===== config.mk =====
export PLATFORM = sky130hd
export DESIGN_NAME = cheshire_chip_rst_seq_flat
export DESIGN_NICKNAME = d
export VERILOG_FILES = /design/src/rtl/cheshire_chip_rst_seq_if.sv /design/src/rtl/cheshire_chip_rst_seq.sv /design/src/flat_wrapper.sv
export SDC_FILE = /design/constraint.sdc
export NUM_CORES = 1
export LEC_CHECK = 0
export CAP_MARGIN = 20
export CORE_MARGIN = 3
export CORE_UTILIZATION = 58
export CTS_CLUSTER_DIAMETER = 60
export CTS_CLUSTER_SIZE = 16
export DETAILED_ROUTE_END_ITERATION = 16
export GPL_TIMING_DRIVEN = 0
export PLACE_DENSITY = 0.9
export SETUP_SLACK_MARGIN = 0.3
export SKIP_CTS_REPAIR_TIMING = 1
export SLEW_MARGIN = 20
export SYNTH_ARGS = -nofsm -noshare
export SYNTH_HDL_FRONTEND = slang
export SYNTH_SLANG_ARGS = --single-unit

===== constraint.sdc =====
create_clock -name clk_i -period 4.7 [get_ports clk_i]
set_input_delay 0.94 -clock clk_i [delete_from_list [all_inputs] [get_ports clk_i]]
set_output_delay 0.94 -clock clk_i [all_outputs]
set_load 0.02 [all_outputs]

===== src/rtl/cheshire_chip_rst_seq_if.sv =====
// Pad-ring side signal bundle of the chip reset/boot sequencer.
// master drives lock/straps/requests, slave (the sequencer) drives reset and status.
interface cheshire_chip_rst_seq_if;
  logic       pll_lock_i;
  logic [1:0] boot_mode_pad_i;
  logic       test_mode_i;
  logic       sw_rst_req_i;
  logic       wdt_en_i;
  logic       wdt_kick_i;
  logic       soc_rst_no;
  logic [1:0] boot_mode_o;
  logic       boot_valid_o;
  logic [1:0] rst_cause_o;
  logic [2:0] state_o;

  modport master (
    output pll_lock_i, boot_mode_pad_i, test_mode_i, sw_rst_req_i, wdt_en_i, wdt_kick_i,
    input  soc_rst_no, boot_mode_o, boot_valid_o, rst_cause_o, state_o
  );

  modport slave (
    input  pll_lock_i, boot_mode_pad_i, test_mode_i, sw_rst_req_i, wdt_en_i, wdt_kick_i,
    output soc_rst_no, boot_mode_o, boot_valid_o, rst_cause_o, state_o
  );
endinterface


===== src/rtl/cheshire_chip_rst_seq.sv =====
// Chip reset/boot sequencer: PLL lock wait, settle, boot-strap sample, SoC release, re-sequencing.
// Watchdog reset path is present only when CHESHIRE_RSTSEQ_WDT_EN is defined.
module cheshire_chip_rst_seq #(
  parameter int unsigned SettleCycles = 1024,
  parameter int unsigned HoldCycles   = 16,
  parameter int unsigned WdtCycles    = 65536,
  parameter int unsigned CntWidth     = $clog2(
    (((SettleCycles > HoldCycles) ? SettleCycles : HoldCycles) > WdtCycles
      ? ((SettleCycles > HoldCycles) ? SettleCycles : HoldCycles)
      : WdtCycles) + 1)
) (
  input logic                   clk_i,
  input logic                   rst_i,
  cheshire_chip_rst_seq_if.slave bus
);

  typedef enum logic [2:0] {
    WAIT_LOCK = 3'd0,
    SETTLE    = 3'd1,
    SAMPLE    = 3'd2,
    RUN       = 3'd3,
    HOLD      = 3'd4
  } state_e;

  localparam logic [1:0] CausePor  = 2'd0;
  localparam logic [1:0] CauseLock = 2'd1;
  localparam logic [1:0] CauseSw   = 2'd2;
  localparam logic [1:0] CauseWdt  = 2'd3;

  state_e              state_q, state_d;
  logic [CntWidth-1:0] cnt_q, cnt_d, cnt_inc;
  logic [1:0]          lock_sync_q, lock_sync_d;
  logic [1:0]          mode_sync1_q, mode_sync1_d;
  logic [1:0]          mode_sync2_q, mode_sync2_d;
  logic                soc_rst_n_q, soc_rst_n_d;
  logic                boot_valid_q, boot_valid_d;
  logic [1:0]          boot_mode_q, boot_mode_d;
  logic [1:0]          rst_cause_q, rst_cause_d;
  logic                lock_s;
  logic [1:0]          mode_s;
  logic                wdt_expire;

  assign lock_s  = lock_sync_q[1];
  assign mode_s  = mode_sync2_q;
  assign cnt_inc = (cnt_q == {CntWidth{1'b1}}) ? cnt_q : cnt_q + 1'b1;

`ifdef CHESHIRE_RSTSEQ_WDT_EN
  // A kick in the expiry cycle rescues the SoC.
  assign wdt_expire = bus.wdt_en_i && !bus.wdt_kick_i
                   && (cnt_q == CntWidth'(WdtCycles - 1));
`else
  logic unused_wdt;
  assign unused_wdt = bus.wdt_en_i ^ bus.wdt_kick_i;
  assign wdt_expire = 1'b0;
`endif

  always_comb begin
    lock_sync_d  = {lock_sync_q[0], bus.pll_lock_i};
    mode_sync1_d = bus.boot_mode_pad_i;
    mode_sync2_d = mode_sync1_q;
    state_d      = state_q;
    cnt_d        = cnt_q;
    soc_rst_n_d  = soc_rst_n_q;
    boot_valid_d = boot_valid_q;
    boot_mode_d  = boot_mode_q;
    rst_cause_d  = rst_cause_q;

    unique case (state_q)
      WAIT_LOCK: begin
        cnt_d = '0;
        if (lock_s) state_d = SETTLE;
      end
      SETTLE: begin
        cnt_d = cnt_inc;
        if (bus.test_mode_i || (cnt_q == CntWidth'(SettleCycles - 1))) begin
          state_d = SAMPLE;
          cnt_d   = '0;
        end
      end
      SAMPLE: begin
        boot_mode_d  = mode_s;
        soc_rst_n_d  = 1'b1;
        boot_valid_d = 1'b1;
        cnt_d        = '0;
        state_d      = RUN;
      end
      RUN: begin
`ifdef CHESHIRE_RSTSEQ_WDT_EN
        if (!bus.wdt_en_i || bus.wdt_kick_i) cnt_d = '0;
        else                                 cnt_d = cnt_inc;
`else
        cnt_d = '0;
`endif
        if (wdt_expire || bus.sw_rst_req_i) begin
          state_d      = HOLD;
          cnt_d        = '0;
          soc_rst_n_d  = 1'b0;
          boot_valid_d = 1'b0;
          rst_cause_d  = wdt_expire ? CauseWdt : CauseSw;
        end
      end
      HOLD: begin
        cnt_d = cnt_inc;
        if (cnt_q == CntWidth'(HoldCycles - 1)) begin
          state_d = SETTLE;
          cnt_d   = '0;
        end
      end
      default: begin
        state_d      = WAIT_LOCK;
        cnt_d        = '0;
        soc_rst_n_d  = 1'b0;
        boot_valid_d = 1'b0;
      end
    endcase

    // Lock loss outranks every other exit and restarts from the lock wait.
    if (!lock_s && (state_q != WAIT_LOCK)) begin
      state_d      = WAIT_LOCK;
      cnt_d        = '0;
      soc_rst_n_d  = 1'b0;
      boot_valid_d = 1'b0;
      rst_cause_d  = CauseLock;
    end
  end

  always_ff @(posedge clk_i or posedge rst_i) begin
    if (rst_i) begin
      state_q      <= WAIT_LOCK;
      cnt_q        <= '0;
      lock_sync_q  <= '0;
      mode_sync1_q <= '0;
      mode_sync2_q <= '0;
      soc_rst_n_q  <= 1'b0;
      boot_valid_q <= 1'b0;
      boot_mode_q  <= '0;
      rst_cause_q  <= CausePor;
    end else begin
      state_q      <= state_d;
      cnt_q        <= cnt_d;
      lock_sync_q  <= lock_sync_d;
      mode_sync1_q <= mode_sync1_d;
      mode_sync2_q <= mode_sync2_d;
      soc_rst_n_q  <= soc_rst_n_d;
      boot_valid_q <= boot_valid_d;
      boot_mode_q  <= boot_mode_d;
      rst_cause_q  <= rst_cause_d;
    end
  end

  assign bus.soc_rst_no   = soc_rst_n_q;
  assign bus.boot_valid_o = boot_valid_q;
  assign bus.boot_mode_o  = boot_mode_q;
  assign bus.rst_cause_o  = rst_cause_q;
  assign bus.state_o      = state_q;

endmodule

===== src/flat_wrapper.sv =====
// flat-port wrapper written by rule: the top's interface ports become plain ports
module cheshire_chip_rst_seq_flat 
#(
  parameter int unsigned SettleCycles = 1024,
  parameter int unsigned HoldCycles   = 16,
  parameter int unsigned WdtCycles    = 65536,
  parameter int unsigned CntWidth     = $clog2(
    (((SettleCycles > HoldCycles) ? SettleCycles : HoldCycles) > WdtCycles
      ? ((SettleCycles > HoldCycles) ? SettleCycles : HoldCycles)
      : WdtCycles) + 1)
)
  (clk_i, rst_i, bus_pll_lock_i, bus_boot_mode_pad_i, bus_test_mode_i, bus_sw_rst_req_i, bus_wdt_en_i, bus_wdt_kick_i, bus_soc_rst_no, bus_boot_mode_o, bus_boot_valid_o, bus_rst_cause_o, bus_state_o);
  cheshire_chip_rst_seq_if bus_i ();
  input logic clk_i;
  input logic rst_i;
  input wire logic [$bits(bus_i.pll_lock_i)-1:0] bus_pll_lock_i;
  input wire logic [$bits(bus_i.boot_mode_pad_i)-1:0] bus_boot_mode_pad_i;
  input wire logic [$bits(bus_i.test_mode_i)-1:0] bus_test_mode_i;
  input wire logic [$bits(bus_i.sw_rst_req_i)-1:0] bus_sw_rst_req_i;
  input wire logic [$bits(bus_i.wdt_en_i)-1:0] bus_wdt_en_i;
  input wire logic [$bits(bus_i.wdt_kick_i)-1:0] bus_wdt_kick_i;
  output wire logic [$bits(bus_i.soc_rst_no)-1:0] bus_soc_rst_no;
  output wire logic [$bits(bus_i.boot_mode_o)-1:0] bus_boot_mode_o;
  output wire logic [$bits(bus_i.boot_valid_o)-1:0] bus_boot_valid_o;
  output wire logic [$bits(bus_i.rst_cause_o)-1:0] bus_rst_cause_o;
  output wire logic [$bits(bus_i.state_o)-1:0] bus_state_o;
  assign bus_i.pll_lock_i = bus_pll_lock_i;
  assign bus_i.boot_mode_pad_i = bus_boot_mode_pad_i;
  assign bus_i.test_mode_i = bus_test_mode_i;
  assign bus_i.sw_rst_req_i = bus_sw_rst_req_i;
  assign bus_i.wdt_en_i = bus_wdt_en_i;
  assign bus_i.wdt_kick_i = bus_wdt_kick_i;
  assign bus_soc_rst_no = bus_i.soc_rst_no;
  assign bus_boot_mode_o = bus_i.boot_mode_o;
  assign bus_boot_valid_o = bus_i.boot_valid_o;
  assign bus_rst_cause_o = bus_i.rst_cause_o;
  assign bus_state_o = bus_i.state_o;
  cheshire_chip_rst_seq #(.SettleCycles(SettleCycles), .HoldCycles(HoldCycles), .WdtCycles(WdtCycles), .CntWidth(CntWidth)) u_core (.clk_i(clk_i), .rst_i(rst_i), .bus(bus_i));
endmodule

==> Word-level counts from Yosys, hierarchy flattened <==
Cells that the tools add are included.
{ "classes": {"n_mux": 17, "n_addsub": 1, "n_reduce_logical": 11, "eq_ne": 12} }
{ "op_table": {"columns": ["operator", "count"], "rows": [
  ["17-bit two-way mux", 4],
  ["17-bit one-hot mux with 2 select lines", 1],
  ["17-bit by 1-bit adder with 17-bit output, second input constant", 1],
  ["17-bit by 10-bit == test with 1-bit output, second input constant", 1],
  ["17-bit == test, second input constant", 1],
  ["17-bit by 4-bit == test with 1-bit output, second input constant", 1],
  ["3-bit two-way mux", 5],
  ["3-bit one-hot mux with 5 select lines", 1],
  ["3-bit by 1-bit != test with 1-bit output, second input constant", 3],
  ["3-bit by 2-bit == test with 1-bit output, second input constant", 2],
  ["2-bit two-way mux", 3],
  ["2-bit AND reduction", 2],
  ["4-bit AND reduction", 1],
  ["2-bit nonzero test", 2],
  ["3-bit by 1-bit == test with 1-bit output, second input constant", 1],
  ["3-bit == test, second input constant", 1],
  ["3-bit logical NOT", 1],
  ["3-bit by 2-bit != test with 1-bit output, second input constant", 1],
  ["1-bit one-hot mux with 3 select lines", 1],
  ["3-bit nonzero test", 1],
  ["3-bit OR reduction", 1],
  ["1-bit two-way mux", 2],
  ["2-bit by 1-bit != test with 1-bit output, second input constant", 1],
  ["1-bit logical AND", 1],
  ["2 further kinds", 2]
]} }
{ "word_totals": {"in_bits": 9, "wordCells": 49, "out_inout_bits": 9, "register_bits": 31} }

==> Longest topological paths before layout <==
Gate-level depths: netlist of the first run.
{ "depth": {"depth_word": 5, "ltp_mapped": 8, "depth_no_buf": 6} }

==> Worst setup path after synthesis of the first run <==
Ideal clock, no wire load.
{ "synth_path": {"path_type": "register -> register", "from": "reg u_core.cnt_q[4]", "to": "reg u_core.cnt_q[16]", "setup_ns": 0.121, "slack_ns": 2.649, "arrival_time_ns": 1.930, "synth_period_minus_slack_ns": 2.051, "stages_incl_launch_ff": 8, "path_buffers": 2, "t_required_ns": 4.579, "cell_sequence": "dfrtp_1 > or4_1 > or4_1 > o21ai_2 > o31a_2 > buf_6 > buf_12 > nor2_1"} }
{ "synth_via": {"elab_chain_cells": 5} }
{ "synth_rtl": {"columns": ["item", "line_no", "source"], "rows": [
  ["from (decl)", "cheshire_chip_rst_seq.sv:31", "logic [CntWidth-1:0] cnt_q, cnt_d, cnt_inc;"],
  ["from (signal assigned)", "cheshire_chip_rst_seq.sv:140", "cnt_q <= cnt_d;"],
  ["17-bit by 1-bit adder with 17-bit output, or another cell as far along", "cheshire_chip_rst_seq.sv:45", "assign cnt_inc = (cnt_q == {CntWidth{1'b1}}) ? cnt_q : cnt_q + 1'b1;"],
  ["17-bit two-way mux / 1-bit logical OR (equally long branches)", "cheshire_chip_rst_seq.sv:45, cheshire_chip_rst_seq.sv:75", null],
  ["17-bit two-way mux, on equally long branches", "cheshire_chip_rst_seq.sv:104, cheshire_chip_rst_seq.sv:75", null],
  ["17-bit one-hot mux with 2 select lines *", "cheshire_chip_rst_seq.sv:68", "unique case (state_q)"],
  ["17-bit two-way mux *", "cheshire_chip_rst_seq.sv:118", "if (!lock_s && (state_q != WAIT_LOCK)) begin"],
  ["via u_core.cnt_d[16]", "cheshire_chip_rst_seq.sv:31", null]
]} }
The timed path passes the listed nets; every way through them passes the cells marked *.
A chain may end at the register's enable or synchronous reset.

==> Final worst setup path of the first run <==
{ "layout_path": {"from": "reg u_core.state_q[2] (netlist: u_core.bus.state_o[2])", "to": "out bus_state_o[2]"} }
{ "layout_lines": {"columns": ["item", "line_no", "source"], "rows": [
  ["from (decl)", "cheshire_chip_rst_seq.sv:30", "state_e state_q, state_d;"],
  ["from (signal assigned)", "cheshire_chip_rst_seq.sv:139", "state_q <= state_d;"],
  ["to (decl)", "flat_wrapper.sv:26", "output wire logic [$bits(bus_i.state_o)-1:0] bus_state_o;"]
]} }
No word-level cell between the ends.

==> results, run 1 <==
- The clock buffer count from CTS is 5.
- The maximum ir drop on the vdd rail is 0.000371 V.
- The cell at the slowest stage of the critical path is clkdlybuf4s50_1.
- Leaving out fill and tap cells, the most frequent cells in the layout are 31 x dfrtp_1, 21 x nor2_1, 15 x clkdlybuf4s50_1.
- The required time of the critical path is 3760 ps.
- The maximum number of pins on one net before global-route repair is 17.
- For this run, the detailed router's first-pass iteration total came to 4.
- After clock tree synthesis, the clock-pin slew on the worst setup and hold paths is 110 ps.
- Synthesis produced a netlist whose cell count is 147.
- Setup repair after global routing left no endpoint under its margin.
- The worst register-to-register path has a depth of 7.
- The final-report setup violation count is 0.
- The full die area is 3200 um^2.
- The die span in x is 56.6 um.
- The number of filler cells placed in the layout is 167.
- The flow ran to the end, and the final reports show no timing, DRC or antenna violations.
- For this run, the slowest stage of the critical path takes 660 ps.
- The detailed router placed 1243 vias in this run.
- In this run the clock root is driven by a clkbuf_4.
- The clock arrives with 10.9 ps of skew.
- In this run the deepest clock path goes through 2 buffers.
- Dividing the detail-routed wire length by the instance count gives 17.4 um.
- In this run the power density over the cells is 377 nW/um^2.
- The warning count from the yosys run is 0.
- Yosys mapped a number of flops with a built-in enable equal to 0.
- Yosys mapped the design onto 41 distinct sky130hd cell types.
- The critical path goes through clkdlybuf4s50_1.
- The worst path buffer plus inverter count is 1.
- After legalization and detailed placement, the total HPWL measured 2460 um.
- The total wirelength of the detailed-routed design is 3460 um.
- The number of antenna violations at the first check in global routing is 0.
- The share of the clock period used by the worst path is 0.519.
- The mean cell area of the mapped netlist is 10.1 um^2.
- The number of nets with antenna violations after routing is 0.
- The worst hold path begins at u_core.mode_sync1_q[0].
- The final antenna diode count is 0.
- The layout overhead on the synthesized area is 19.0%.
- The count of buffers from port buffering is 15.
- At the pin with the least slew margin, the transition time is 755 ps.
- The time the final worst path needs with I/O delays and setup is 2440 ps.
- The largest delay contributor family on the critical path is buffers and inverters.
- The total negative slack is 0 ps.
- The violation count after the first detailed-routing iteration is 45.
- The worst slew margin relative to its limit is 0.483.
- Using the TritonRoute via totals, the vias-per-cell ratio works out to 6.25.
- The capturing element type of the critical path is a primary output.
- The synthesis-stage register bit count is 31.
- The dominant register cell in the synthesized netlist is dfrtp_1.
- The final-stage net count is 180.
- The worst setup path is of the flip-flop to primary output kind.
- The sequential share of the synthesized area is 0.523.
- Of the cells placed in the final design, the portion with a size suffix greater than 1 is 0.123.
- The via count of the first global-routing pass came to 1252.
- The origin of the critical flop-to-flop path is u_core.cnt_q[4].
- Across every metal layer, demand over resource in global routing totals 0.234.
- In this run the vertical extent of the chip is 56.6 um.
- The most common library cell in the layout ignoring fill and taps is dfrtp_1.
- Routability-driven placement finished with a final weighted congestion of 0.883.
- The wire length of the first global-routing pass is 5740 um.
- The tree built by TritonCTS fans out to 31 sinks.
- The path class of the tightest hold or removal check is flip-flop to flip-flop.
- Timing would allow up to 410 MHz.
- In the routed design, unresolved DRC markers number 0.
- Along the worst hold path, the cell count comes to 0.
- The tool flagged a number of max-cap violations equal to 0.
- The number of pins with negative max-slew slack in the final report is 0.
- The endpoint identified for the worst register-to-register timing path is u_core.cnt_q[16].
- Summed over all cells, the static leakage comes to 0.736 nW.
- The hold-critical path endpoint is u_core.mode_s[0].
- The I/O pin total is 18.
- The later-pin clock latency in the skew report is 340 ps.
- The starting utilization of the core area is 0.640.
- The worst hold slack is 374 ps.
- The worst endpoint data arrival time is 1500 ps.
- The async set-reset flop share out of synthesis is 1.00.
- The setup slack of the most critical reg-to-reg path is 2460 ps.
- The H-tree was split into 2 levels.
- The floorplan step defined a core boundary enclosing 2320 um^2.
- The floorplan has 17 rows.
- After synthesis the cells add up to 1480 um^2.
- The number of hold violations in the final report was 0.
- The post-synthesis net count is 157.
- TritonCTS built the clock tree.
- Of all nets on the critical path, the largest fanout is 9.
- The total overflow left after global routing is 0.
- The total power is 0.665 mW.
- STA classifies the critical path startpoint as a flip-flop.
## per-stage QoR
stage                util  setup WS [ps]  area [um^2]  std cells
floorplan               -           2650         1480        147
global placement    0.720           2380         1670        190
detailed placement  0.726           2320         1680        191
CTS                 0.761           2270         1770        199
global route        0.761           2200         1770        199
finish              0.761           2260         1770        199
## sequential cells by signal, indices dropped and copies added, names as in the netlist
signal,cells
u_core.bus.boot_mode_o,2
u_core.bus.rst_cause_o,2
u_core.bus.soc_rst_no,1
u_core.bus.state_o,3
u_core.cnt_q,17
u_core.lock_sync_q,2
u_core.mode_s,2
u_core.mode_sync1_q,2
## worst max-delay path by stage
stage                          startpoint                to  depth (start not counted)
floorplan                 u_core.cnt_q[4]  u_core.cnt_q[16]                          7
global placement          bus_test_mode_i   u_core.cnt_q[3]                          7
detailed placement        bus_test_mode_i  u_core.cnt_q[10]                          6
CTS                 u_core.bus.state_o[0]    bus_state_o[0]                          1
global route        u_core.bus.state_o[0]    bus_state_o[0]                          1
finish              u_core.bus.state_o[2]    bus_state_o[2]                          1
## synth_stat cells (2+ instances only)
master | instances | area [um^2]
xnor2_1 | 5 | 43.8
inv_1 | 3 | 11.3
and4_1 | 2 | 17.5
nor4_1 | 2 | 12.5
a2111oi_0 | 2 | 17.5
or4_1 | 2 | 15.0
dfrtp_1 | 31 | 776
a21oi_1 | 8 | 40.0
mux2_2 | 2 | 22.5
a211oi_1 | 4 | 30.0
a31oi_1 | 2 | 12.5
nand3_1 | 5 | 25.0
or2_2 | 2 | 12.5
and3_1 | 4 | 25.0
o21ai_0 | 5 | 25.0
xor2_1 | 4 | 35.0
nor3_1 | 6 | 30.0
o2111ai_1 | 2 | 17.5
nand4_1 | 3 | 18.8
nor2_1 | 21 | 78.8
nand2_1 | 12 | 45.0
## power by group
part           internal [mW]  switching (mW)
Sequential             0.290          0.0213
Clock                  0.112          0.0977
Combinational         0.0729          0.0718
Total                  0.475           0.191
## kinds of logic (layout without fill, tap and decap cells)
logic type | Yosys count | in the layout | synth area share
simple gates | 67 | 67 | 0.229
flops | 31 | 31 | 0.523
mux | 2 | 2 | 0.0152
fa+ha+maj | 1 | 1 | 0.00843
xor+xnor | 9 | 9 | 0.0531
buf+inv | 7 | 31 | 0.0363
compound gates | 30 | 30 | 0.136
## layout make-up
cell class	instances	area (um^2)	share of cell area
sequential	31	776	0.439
multi-input combinational	109	654	0.371
timing repair buffer	16	165	0.0936
clock inverter	3	43.8	0.0248
buffer	4	42.5	0.0241
clock buffer	5	37.5	0.0213
tap	28	35.0	0.0198
inverter	3	11.3	0.00638
## per-layer routing
metal	wire length [um]	track usage
met5	0	0
met2	1740	0.384
met3	210	0.0713
met1	1420	0.286
met4	89	0.0915
Power figures use the tool's default switching activity.
==> run 2: changes to the inputs <==
--- a/config.mk
+++ b/config.mk
@@ -6,13 +6,14 @@
 export NUM_CORES = 1
 export LEC_CHECK = 0
 export CAP_MARGIN = 20
+export CORE_ASPECT_RATIO = 0.5
 export CORE_MARGIN = 3
-export CORE_UTILIZATION = 58
+export CORE_UTILIZATION = 49
 export CTS_CLUSTER_DIAMETER = 60
 export CTS_CLUSTER_SIZE = 16
 export DETAILED_ROUTE_END_ITERATION = 16
 export GPL_TIMING_DRIVEN = 0
-export PLACE_DENSITY = 0.9
+export PLACE_DENSITY = 0.81
 export SETUP_SLACK_MARGIN = 0.3
 export SKIP_CTS_REPAIR_TIMING = 1
 export SLEW_MARGIN = 20
==> constraint.sdc (replaced) <==
create_clock -name clk_i -period 2 [get_ports clk_i]
set_input_delay 0.4 -clock clk_i [delete_from_list [all_inputs] [get_ports clk_i]]
set_output_delay 0.4 -clock clk_i [all_outputs]
set_load 0.02 [all_outputs]
==> run 2 against run 1 <==
The run now ends with negative setup slack left. Combinational power rose by 140%. Non-clock buffer count is 7 higher. Core utilization down 5.0 points. Critical path depth increased by 6. Wire length fell by 2.7%. Count of clock-buffer cells in the layout rose by 1. Largest power group unchanged. Clock power increased to 3.1 times the previous value.
==> results, run 2 (synthesized netlist as in run 1, its figures left out) <==
- The run finished, with violations left.
- The checks that failed: negative setup slack.
- The deepest level of the CTS H-tree was 2 (unchanged).
- The maximum number of buffers from clock root to sink is 2 (unchanged).
- The most critical setup path has its endpoint at u_core.cnt_q[6].
- The die span in x is 83.8 um (+48%).
- The I/O pin total was 18 (unchanged).
- The placement row count was 13 (-4).
- The area of the core region is 2730 um^2 (+18%).
- Setup repair after global routing could not meet its margin everywhere.
- The reported net switching power is 0.466 mW (+140%).
- The total wirelength of the detailed-routed design came to 3370 um (-2.7%).
- The final weighted congestion of routability-driven global placement came to 0.838 (-5.1%).
- The wire length of the first global-routing pass is 4930 um (-14%).
- The capturing element type of the critical path is a flip-flop.
- The HPWL reported at the end of detailed placement was 2020 um (-18%).
- The share of the clock period used by the worst path is 1.07.
- The setup clock skew after layout is 5.44 ps (-5.47 ps).
- TritonCTS built the clock tree.
- The final cell utilization of the core is 0.711 (-0.0504).
- The full die area is 3770 um^2 (+18%).
- The worst reg2reg path endpoint is u_core.cnt_q[6].
- The clock network fraction of design power was 0.376 (+0.061).
- The average vias per placed instance is 5.84 (-6.5%).
- The count of buffers from port buffering came to 15 (unchanged).
- The library cells used most frequently in the layout, excluding fill and tap cells, are 29 x dfrtp_1, 21 x nor2_1, 12 x nand2_1.
- The portion of total power attributed to combinational logic came to 0.200 (-0.017).
- The final antenna diode count is 0 (unchanged).
- The clock root buffer is clkbuf_8.
- The final-report setup violation count is 17 (+17).
- The worst endpoint data arrival time was 2300 ps (+800 ps).
- The total negative slack is -1980 ps (-1980 ps).
- The vertical die dimension is 44.9 um (-21%).
- The cell-internal power was 1.26 mW (+170%).
- The total overflow reported by the global router is 0 (unchanged).
- The number of antenna violations at the first check in global routing came to 0 (unchanged).
- The total power is 1.73 mW (+160%).
- The maximum achievable frequency is 468 MHz.
- The startpoint kind of the worst setup timing path is a flip-flop.
- The maximum number of pins on one net before global-route repair is 32 (+15).
- The overall track demand over capacity in global routing is 0.171 (-0.0627).
- The per-cell routed wire length is 15.7 um (-9.9%).
- The start point of the critical path is u_core.cnt_q[5].
- Leaving out fill and tap cells, the most frequent cell in the layout is dfrtp_1.
- The power density normalized to cell area came to 888 nW/um^2 (+140%).
- The part of the total power dissipated in sequential elements is 0.423 (-0.045).
- The origin of the critical flop-to-flop path is u_core.cnt_q[5].
- The setup slack of the most critical reg-to-reg path is -130 ps (-2590 ps).
- The maximum ir drop on the vdd rail is 0.000651 V (+75%).
- The number of optimization iterations in the first detailed-route pass was 4 (unchanged).
- The clock-pin slew on the worst setup and hold paths came to 70 ps (-40 ps).
- The final worst slack came to -135 ps (-2390 ps).
- The required time of the critical path is 2170 ps (-1590 ps).
- The switching share of power is 0.270 (-0.0167).
- The transition time at the pin with the least slew margin is 637 ps (-118 ps).
- The post-placement setup slack is -230 ps (-2550 ps).
- The total leakage power is 0.868 nW (+18%).
- The critical-path maximum fanout is 10 (+1).
- The number of flip-flops under the largest register name is 17 (unchanged).
- The total number of clock tree sinks is 31 (unchanged).
- The proportion of layout cells with a drive suffix above 1 is 0.219 (+0.0963).
- The via count of the first global-routing pass was 1109 (-11%).
- The violation count after the first detailed-routing iteration is 98 (+120%).
- The clock buffer count from CTS is 5 (unchanged).
- The count of maximum capacitance violations is 0 (unchanged).
- The layout overhead on the synthesized area is 30.9%.
- The register ranked first by flip-flop count is u_core.cnt_q.
- The final-stage net count is 187 (+3.9%).
- The starting utilization of the core area is 0.543 (-0.0970).
- The number of hold violations in the final report is 0 (unchanged).
- The cell depth of the worst flop-to-flop path is 7 (unchanged).
- The number of design rule violations left after detail routing is 0 (unchanged).
- The routed design could run at a clock period as short as 2130 ps.
- The number of filler cells placed in the layout is 183 (+9.6%).
- The type of the worst min-delay path is flip-flop to flip-flop.
- The worst slew margin relative to its limit is 0.574 (+0.0910).
- The number of pins with negative max-slew slack in the final report is 0 (unchanged).
- The number of nets with antenna violations after routing is 0 (unchanged).
- The later-pin clock latency in the skew report came to 280 ps (-60 ps).
- The via total after detailed routing is 1255 (+0.97%).
- The worst setup path is of the flip-flop to flip-flop kind.
[run 2: worst min-delay path by stage]
| stage | from | to | slack [ps] | cells past startpoint |
|---|---|---|---|---|
| 2_1_floorplan | u_core.lock_sync_q[0] | u_core.lock_sync_q[1] | 330 | 0 |
| 3_3_place_gp | u_core.mode_sync1_q[1] | u_core.mode_s[1] | 330 | 0 |
| 3_5_place_dp | u_core.lock_sync_q[0] | u_core.lock_sync_q[1] | 340 | 0 |
| 4_1_cts | u_core.lock_sync_q[0] | u_core.lock_sync_q[1] | 360 | 0 |
| 5_1_grt | u_core.mode_sync1_q[0] | u_core.mode_s[0] | 360 | 0 |
| 6_report | u_core.lock_sync_q[0] | u_core.lock_sync_q[1] | 350 | 0 |
[run 2: layout make-up]
class / instances / area, um^2 / area share
clock inverter: 2 / 35.0 / 0.0180
sequential: 31 / 778 / 0.401
tap: 37 / 46.3 / 0.0238
multi-input combinational: 109 / 706 / 0.363
buffer: 4 / 46.3 / 0.0238
timing repair buffer: 23 / 238 / 0.122
inverter: 3 / 11.3 / 0.00580
clock buffer: 6 / 82.6 / 0.0425
[run 2: routing by layer]
metal  routed length, um  track usage  vias to the layer above
met1                1530        0.219                      590
met5                   0            0                        -
met2                1570        0.269                       54
li1                    -            -                      600
met4                  81       0.0962                        0
met3                 193       0.0510                       11
[run 2: power by group through the flow]
stage / Clock, mW / Combinational, mW / Sequential, mW
floorplan: 0 / 0.124 / 0.791
global placement: 0 / 0.326 / 0.734
detailed placement: 0 / 0.333 / 0.739
CTS: 0.651 / 0.334 / 0.728
global route: 0.686 / 0.372 / 0.736
finish: 0.649 / 0.346 / 0.731
[run 2: critical path, cell delays in order, from the launching register on]
cell	delay, ps
dfrtp_1	400
or4_1	510
or4_4	450
o21ai_4	170
o31a_2	180
buf_8	130
buf_12	120
nor2_1	40
[run 2: through the flow]
stage          instances  hold slack (ps)  area [um^2]
2_1_floorplan        147              331         1480
3_3_place_gp         199              331         1680
3_5_place_dp         199              341         1680
4_1_cts              207              357         1800
5_1_grt              215              363         1940
6_report             215              352         1940
==> run 3: changes to the inputs <==
--- a/config.mk
+++ b/config.mk
@@ -8,12 +8,14 @@
 export CAP_MARGIN = 20
 export CORE_ASPECT_RATIO = 0.5
 export CORE_MARGIN = 3
-export CORE_UTILIZATION = 49
+export CORE_UTILIZATION = 51
+export CTS_BUF_LIST = sky130_fd_sc_hd__clkbuf_4 sky130_fd_sc_hd__clkbuf_8
 export CTS_CLUSTER_DIAMETER = 60
-export CTS_CLUSTER_SIZE = 16
+export CTS_CLUSTER_SIZE = 12
 export DETAILED_ROUTE_END_ITERATION = 16
 export GPL_TIMING_DRIVEN = 0
-export PLACE_DENSITY = 0.81
+export MAX_ROUTING_LAYER = met4
+export PLACE_DENSITY = 0.84
 export SETUP_SLACK_MARGIN = 0.3
 export SKIP_CTS_REPAIR_TIMING = 1
 export SLEW_MARGIN = 20
==> run 3 against run 2 <==
Sequential cell count is the same. Register-to-register slack gained 20 ps. Highest routed layer unchanged. Critical path type unchanged. Clock skew is essentially flat. Combinational power shrank 3%. Largest power group unchanged. Sequential share of layout area grew 0.50 points. The run still ends with negative setup slack left. Wire length shrank 5.5%. Design area shrank 1.2%.
==> results, run 3 (synthesized netlist as in run 1, its figures left out) <==
- In this run the worst setup path terminates at u_core.cnt_q[11].
- The final-stage net count is 187 (unchanged).
- The final weighted congestion of routability-driven global placement is 0.849 (+1.3%).
- The total number of clock tree sinks is 31 (unchanged).
- The part of the total power dissipated in sequential elements is 0.430 (+0.007).
- The largest delay contributor family on the critical path is simple AND/OR/NAND/NOR gates.
- The number of hold violations in the final report is 0 (unchanged).
- The flow ran to the end, but the final reports show violations.
- The path class of the tightest hold or removal check is flip-flop to flip-flop.
- The reported net switching power is 0.437 mW (-6.2%).
- The via count of the first global-routing pass was 1144 (+3.2%).
- The register ranked first by flip-flop count is u_core.cnt_q.
- The I/O pin total is 18 (unchanged).
- The capturing element type of the critical path is a flip-flop.
- The number of optimization iterations in the first detailed-route pass is 4 (unchanged).
- The maximum achievable frequency is 473 MHz (+1.0%).
- The critical-path maximum fanout is 10 (unchanged).
- The portion of total power attributed to combinational logic is 0.198 (-0.002).
- The count of buffers from port buffering is 15 (unchanged).
- The maximum number of buffers from clock root to sink is 2 (unchanged).
- The proportion of layout cells with a drive suffix above 1 is 0.208 (-0.0112).
- The worst reg2reg path endpoint is u_core.cnt_q[11].
- The clock tree from TritonCTS is built.
- The worst slew margin relative to its limit came to 0.576 (+0.00143).
- The number of design rule violations left after detail routing was 0 (unchanged).
- The post-placement setup slack is -227 ps (+3.15 ps).
- The setup slack of the most critical reg-to-reg path is -110 ps (+20 ps).
- The worst endpoint data arrival time was 2280 ps (-20 ps).
- The clock buffer count from CTS was 5 (unchanged).
- The total leakage power was 0.861 nW (-0.74%).
- The power density normalized to cell area is 883 nW/um^2 (-0.64%).
- The origin of the critical flop-to-flop path is u_core.cnt_q[5].
- The cell-internal power came to 1.26 mW (-0.24%).
- Traced cell by cell, the critical path runs through or4_1, or4_4, o21ai_4, o31a_2, buf_6, buf_12, nor2_1.
- The final antenna diode count came to 0 (unchanged).
- The total overflow reported by the global router is 0 (unchanged).
- The total wirelength of the detailed-routed design is 3180 um (-5.5%).
- The number of pins with negative max-slew slack in the final report is 0 (unchanged).
- The via total after detailed routing is 1250 (-0.40%).
- The final cell utilization of the core is 0.715 (+0.00407).
- The worst hold slack is 348 ps (-3.72 ps).
- The vertical die dimension is 44.1 um (-1.7%).
- Setup repair after global routing could not meet its margin everywhere.
- In the layout the commonest cells are 29 x dfrtp_1, 21 x nor2_1, 12 x nand2_1.
- The clock network fraction of design power is 0.372 (-0.004).
- The number of nets with antenna violations after routing came to 0 (unchanged).
- The start point of the critical path is u_core.cnt_q[5].
- The total power is 1.69 mW (-1.9%).
- The category of the critical setup timing path is flip-flop to flip-flop.
- The wire length of the first global-routing pass was 5030 um (+2.1%).
- The number of placed cells counting well taps is 199 (unchanged).
- The number of antenna violations at the first check in global routing is 0 (unchanged).
- The deepest level of the CTS H-tree is 2 (unchanged).
- The number of flip-flops under the largest register name is 17 (unchanged).
- The later-pin clock latency in the skew report is 280 ps (about the same).
- The cell at the slowest stage of the critical path is or4_1.
- STA classifies the critical path startpoint as a flip-flop.
- The full die area is 3630 um^2 (-3.5%).
- The clock-pin slew on the worst setup and hold paths is 70 ps (about the same).
- The violation count after the first detailed-routing iteration came to 80 (-18%).
- The setup clock skew after layout is 5.77 ps (+0.337 ps).
- The count of maximum capacitance violations is 0 (unchanged).
- The number of cells on the critical path is 7 (unchanged).
- The switching share of power is 0.258 (-0.0120).
- Leaving out fill and tap cells, the most frequent cell in the layout is dfrtp_1.
- The worst path buffer plus inverter count is 2 (unchanged).
- The share of the clock period used by the worst path is 1.06 (-0.0111).
- The total negative slack came to -1580 ps (+396 ps).
- The per-cell routed wire length was 14.8 um (-5.5%).
- The cell area reported after detailed placement came to 1680 um^2 (unchanged).
- The post-layout instance count excluding filler cells came to 215 (unchanged).
- The maximum number of pins on one net before global-route repair is 32 (unchanged).
- The highest cell delay on the worst timing path came to 530 ps (+20 ps).
- The starting utilization of the core area was 0.553 (+0.00987).
- The time the final worst path needs with I/O delays and setup is 2110 ps (-22.2 ps).
- The average vias per placed instance is 5.81 (-0.40%).
- In this run the most critical hold path is launched from u_core.mode_sync1_q[1].
- The post-layout instance area came to 1920 um^2 (-1.2%).
- The placement row count is 13 (unchanged).
- The HPWL reported at the end of detailed placement is 2100 um (+3.9%).
- The root buffer cell chosen for the clock tree is clkbuf_8.
- The transition time at the pin with the least slew margin is 635 ps (-2.14 ps).
- The final worst slack was -112 ps (+22.2 ps).
- The final reports fail on negative setup slack.
- The cell depth of the worst flop-to-flop path was 7 (unchanged).
- The area of the core region is 2680 um^2 (-1.8%).
- From synthesis to final layout, the design area changed by 29.3%.
- The overall track demand over capacity in global routing came to 0.194 (+0.0224).
- The die span in x is 82.3 um (-1.8%).
- The maximum ir drop on the vdd rail is 0.000607 V (-6.8%).
- The final-report setup violation count is 17 (unchanged).
- The required time of the critical path was 2170 ps (about the same).
## run 3: cell types whose count changed in the layout (fill, tap and decap cells not counted)
cell | before | now
buf_12 | 2 | 1
a21oi_2 | 2 | 0
a21oi_1 | 6 | 8
buf_8 | 1 | 0
buf_4 | 8 | 9
buf_6 | 0 | 1
## run 3: worst min-delay path by stage
stage                     slack, ps                    end  cells after the start
final                           350       u_core.mode_s[1]                      0
after global routing            350  u_core.lock_sync_q[1]                      0
after CTS                       350       u_core.mode_s[1]                      0
after detailed placement        330       u_core.mode_s[1]                      0
after global placement          330       u_core.mode_s[0]                      0
after floorplan                 330  u_core.lock_sync_q[1]                      0
## run 3: power groups by stage
stage	Combinational, mW	Clock, mW	Sequential (mW)
3_5_place_dp	0.332	0	0.739
3_3_place_gp	0.325	0	0.735
2_1_floorplan	0.124	0	0.791
5_1_grt	0.362	0.684	0.736
6_report	0.335	0.630	0.729
4_1_cts	0.333	0.650	0.728
## run 3: per-layer routing
metal	track usage	share of wire	vias to the layer above	wire [um]
li1	-	-	595	-
met1	0.241	0.45	602	1420
met2	0.295	0.48	44	1520
met3	0.0549	0.052	9	165
met4	0.0894	0.023	0	73
met5	-	0	-	0
## run 3: final cells by class
cell class | instances | area (um^2)
flip-flops and latches | 31 | 778
fillers | 194 | 764
multi-input cells | 109 | 698
repair buffers | 23 | 225
clock buffers | 6 | 82.6
well taps | 37 | 46.3
plain buffers | 4 | 42.5
clock inverters | 2 | 35.0
inverters | 3 | 11.3
